===== config.mk =====
export PLATFORM = sky130hd
export DESIGN_NAME = adder_seq_ctrl
export DESIGN_NICKNAME = d
export VERILOG_FILES = /design/src/rtl/adder_seq_ctrl.sv
export SDC_FILE = /design/constraint.sdc
export NUM_CORES = 1
export LEC_CHECK = 0
export ABC_AREA = 1
export ABC_CLOCK_PERIOD_IN_PS = 7200
export BUFFER_PORTS_ARGS = -buffer_cell sky130_fd_sc_hd__clkbuf_2
export CAP_MARGIN = 10
export CORE_ASPECT_RATIO = 1.2
export CORE_MARGIN = 10
export CORE_UTILIZATION = 36
export DETAILED_ROUTE_END_ITERATION = 8
export SLEW_MARGIN = 20
export SYNTH_ARGS = -nofsm -noshare
export SYNTH_HDL_FRONTEND = slang
export SYNTH_SLANG_ARGS = --single-unit

===== constraint.sdc =====
create_clock -name clk -period 7.2 [get_ports clk]
set_clock_uncertainty 0.05 [all_clocks]
set_input_delay 1.44 -clock clk [delete_from_list [all_inputs] [get_ports clk]]
set_output_delay 1.44 -clock clk [all_outputs]
set_load 0.005 [all_outputs]

===== src/rtl/adder_seq_ctrl.sv =====
// Byte-serial multi-precision add/subtract sequencer.
// It processes one 8-bit slice per clock, LSB first, and uses a start/busy/done handshake.
module adder_seq_ctrl #(
  parameter int NBYTES = 4
) (
  input  logic                  clk,
  input  logic                  rst_n,
  input  logic                  start,
  input  logic                  sub,
  input  logic [8*NBYTES-1:0]   op_a,
  input  logic [8*NBYTES-1:0]   op_b,
  output logic                  busy,
  output logic                  done,
  output logic [8*NBYTES-1:0]   result,
  output logic                  c_out,
  output logic                  overflow
);

  localparam int W  = 8 * NBYTES;
  localparam int IW = $clog2(NBYTES);

  typedef enum logic [1:0] {
    S_IDLE,
    S_RUN,
    S_DONE
  } state_t;

  state_t          r_state;
  logic [W-1:0]    r_a;
  logic [W-1:0]    r_b;
  logic            r_carry;
  logic [IW-1:0]   r_idx;

  logic [8:0]      w_sum;
  logic            w_last;

  // r_b already holds ~op_b for subtract, so one adder serves both operations.
  assign w_sum  = {1'b0, r_a[8*r_idx +: 8]} + {1'b0, r_b[8*r_idx +: 8]} + {8'd0, r_carry};
  assign w_last = (r_idx == IW'(NBYTES - 1));

  // NOTE: state is updated only with non-blocking assignments, so every branch
  // below reads the pre-edge register values regardless of statement order.
  always_ff @(posedge clk or negedge rst_n) begin
    if (!rst_n) begin
      r_state  <= S_IDLE;
      r_a      <= '0;
      r_b      <= '0;
      r_carry  <= 1'b0;
      r_idx    <= '0;
      busy     <= 1'b0;
      done     <= 1'b0;
      result   <= '0;
      c_out    <= 1'b0;
      overflow <= 1'b0;
    end else begin
      case (r_state)
        S_RUN: begin
          result[8*r_idx +: 8] <= w_sum[7:0];
          r_carry              <= w_sum[8];
          if (w_last) begin
            r_idx    <= '0;
            r_state  <= S_DONE;
            busy     <= 1'b0;
            done     <= 1'b1;
            c_out    <= w_sum[8];
            overflow <= (r_a[W-1] == r_b[W-1]) && (w_sum[7] != r_a[W-1]);
          end else begin
            r_idx <= r_idx + IW'(1);
          end
        end
        default: begin
          // IDLE and DONE both accept a new request; DONE lasts one cycle.
          done <= 1'b0;
          if (start) begin
            r_a     <= op_a;
            r_b     <= sub ? ~op_b : op_b;
            r_carry <= sub;
            r_idx   <= '0;
            busy    <= 1'b1;
            r_state <= S_RUN;
          end else begin
            r_state <= S_IDLE;
          end
        end
      endcase
    end
  end

endmodule


==> out/qor.csv <==
metric,value,unit
Buffers & Inverters on Critical Path,1,
Port-buffer cells,103,
post-DP HPWL,10.25,mm
pre-CTS setup slack,3.970,ns
initial core utilization,0.3683,
clock buffer depth,2,
Synth Net Count,690,
DRC,0,
busiest grt layer,met2,
Max-cap violations,0,
H-Tree Depth,3,
ys flop type,dfrtp_1,
share of cells above drive strength 1,0.1937,
crit path kind,flop to flop,
achievable frequency,305.1,MHz
Post-Synthesis Cells,607,
final WL,13.55,mm
Hold Path Class,flop to flop,
Final Hold Vio Count,0,
WP data required,7.43,ns
Yosys reg bits,104,
Crit. End Element,flop,
Rows,47,
initial antenna violation count,0,
Commonest cells post-synth,"nand2_1 (207), dfrtp_1 (104), o21ai_0 (76)",
Detail Route Antenna Nets,0,
area delta synth->final,18.97,%
clk sinks,104,
Power Density,518.4,nW/um^2
Non-Filler Instances,873,
die height,150.5,um
Die ar.,19380,um^2
Yosys warning count,0,
met3 GRT Util,0.03342,
final worst-path cycle share,0.4553,
clock transition time at the flip-flop clock pins of the worst setup and hold paths,0.07,ns
number of fill cells in the layout,1420,
CTS Root Buffer Type,clkbuf_16,
relative slew slack,0.3469,
hold buffer count at CTS,0,
DRT iter0 DRCs,451,
Crit path largest cell delay,0.70,ns
asr flop ratio synth,1.000,
io pins,104,
Num CTS Buffers,9,
Synth top area share,0.5092,
setup TNS,0,ns
Startpoint Class,flop,
wire length per cell,15.52,um
CP Max Fanout,20,
"count leader, synth",nand2_1,
vias in the first global route,4308,
DR vias,4218,
Synth Cell Area,5111,um^2
total global-route track usage,0.1421,
Synth area leaders,"dfrtp_1 (51%), nand2_1 (15%), o21ai_0 (7.4%)",
Worst Path Arrival,3.51,ns
static leakage,3.138,nW
maximum vdd drop,0.1705,mV
RSZ-0062 raised after global routing,no,
largest net degree at the start of global routing,97,
final worst slack,3.922,ns
Top delay family on crit path,adder cells,
cells along the critical path,inv_1 > o21ai_0 > o22ai_1 > fa_1 > fa_1 > nand2_1 > nand2_1 > and2_1 > xor2_1 > nand4_1 > nand2_1,
Worst-Margin Slew,0.9797,ns
CP most frequent cell,nand2_1,
"Distinct cells, synth",30,
placed insts,857,
CTS tree,done,
minimum clock period,3.278,ns
Nets,780,
FF+latch area,2603,um^2
Die W,128.8,um
Via density,4.832,
Post-CTS Resized,0,
GPL Wtd Cong,0.8931,
cell taking the most area after synthesis,dfrtp_1,
Final Setup Violations,0,
met1 Usage GRT,0.1773,
Post-synth EDFFs,0,
Clock Latency Late Sink,0.35,ns
n_diodes,0,
GRT overflow,0,
Initial DRT Pass Iterations,4,
first-pass GRT wire length,21.96,mm
floorplan core area,13880,um^2
sequential area share after synthesis,0.5092,
GRT met2 Usage,0.2335,
"Slowest-stage cell, CP",dfrtp_1,
worst hold slack,0.4283,ns
Multi-input gate area,2278,um^2
Pins Over Slew Limit,0,
post-CTS setup buffer count,0,
"Avg Cell Area, Syn",8.420,um^2
status,"complete, no violations",
==> power by group <==
part	internal, mW	switching [mW]
combinational	0.566	1.02
clock	0.314	0.214
sequential	0.844	0.189
==> routing by layer <==
metal,wire (um),vias to the layer above
met5,0,-
met4,221,0
met3,762,10
met2,6568,130
met1,5996,1943
li1,-,2135
==> worst paths after layout <==
path / slack, ns / start / endpoint / depth (start not counted)
setup / recovery: 3.92 / r_idx[1] / result[28] / 11
hold / removal: 0.43 / r_a[0] / r_a[0] / 2
setup reg to reg: 3.92 / r_idx[1] / result[28] / 11
hold reg to reg: 0.43 / r_a[0] / r_a[0] / 2
max in group asynchronous: 5.12 / rst_n / r_a[6] / 2
min in group asynchronous: 0.94 / rst_n / r_a[28] / 1
==> registers in the layout (all words and copies together) (netlist names) <==
signal / flops
r_a: 32
r_b: 32
result: 32
r_idx: 2
busy: 1
c_out: 1
done: 1
overflow: 1
r_carry: 1
r_state: 1
==> area by class of cell <==
| class | instances | area share |
|---|---|---|
| repair buffers | 107 | 0.09074 |
| flip-flops and latches | 104 | 0.4280 |
| clock inverters | 5 | 0.01296 |
| inverters | 30 | 0.01852 |
| multi-input cells | 445 | 0.3747 |
| well taps | 171 | 0.03519 |
| clock buffers | 11 | 0.03992 |
==> stage by stage <==
step | area (um^2) | util | power, mW
detailed placement | 5756 | 0.4147 | 2.646
global route | 6081 | 0.4382 | 3.463
CTS | 6077 | 0.4379 | 3.183
finish | 6081 | 0.4382 | 3.152
floorplan | 5111 | - | 2.135
global placement | 5756 | 0.4147 | 2.609
==> cell families after synthesis <==
group / synth area share
xor+xnor: 0.05998
compound gates: 0.1092
fa+ha+maj: 0.03966
flops: 0.5092
buf+inv: 0.04504
simple gates: 0.2370
==> tightest hold or removal path, cell delays in order (launching register included) <==
cell	delay, ns
dfrtp_1	0.35
nand2_1	0.05
nand2_1	0.05
==> cells in the final DEF, fill, tap and decap left out, types with 3 or more instances in the layout <==
cell type  netlist  routed
inv_1           25      25
a21oi_1          3       3
o21ai_0         76      76
clkbuf_2         0     102
nand3_1         22      22
o21ai_1          3       3
ha_1            13      13
buf_4            0       4
dfrtp_1        104     104
inv_2            4       4
nand2_1        207     207
a22o_1           3       3
nand4_1          5       5
clkbuf_16        0       9
nand2_2          3       3
o22ai_1         17      17
nor2_1          45      45
xnor2_1         33      33
(Power assumes the default switching activity.)
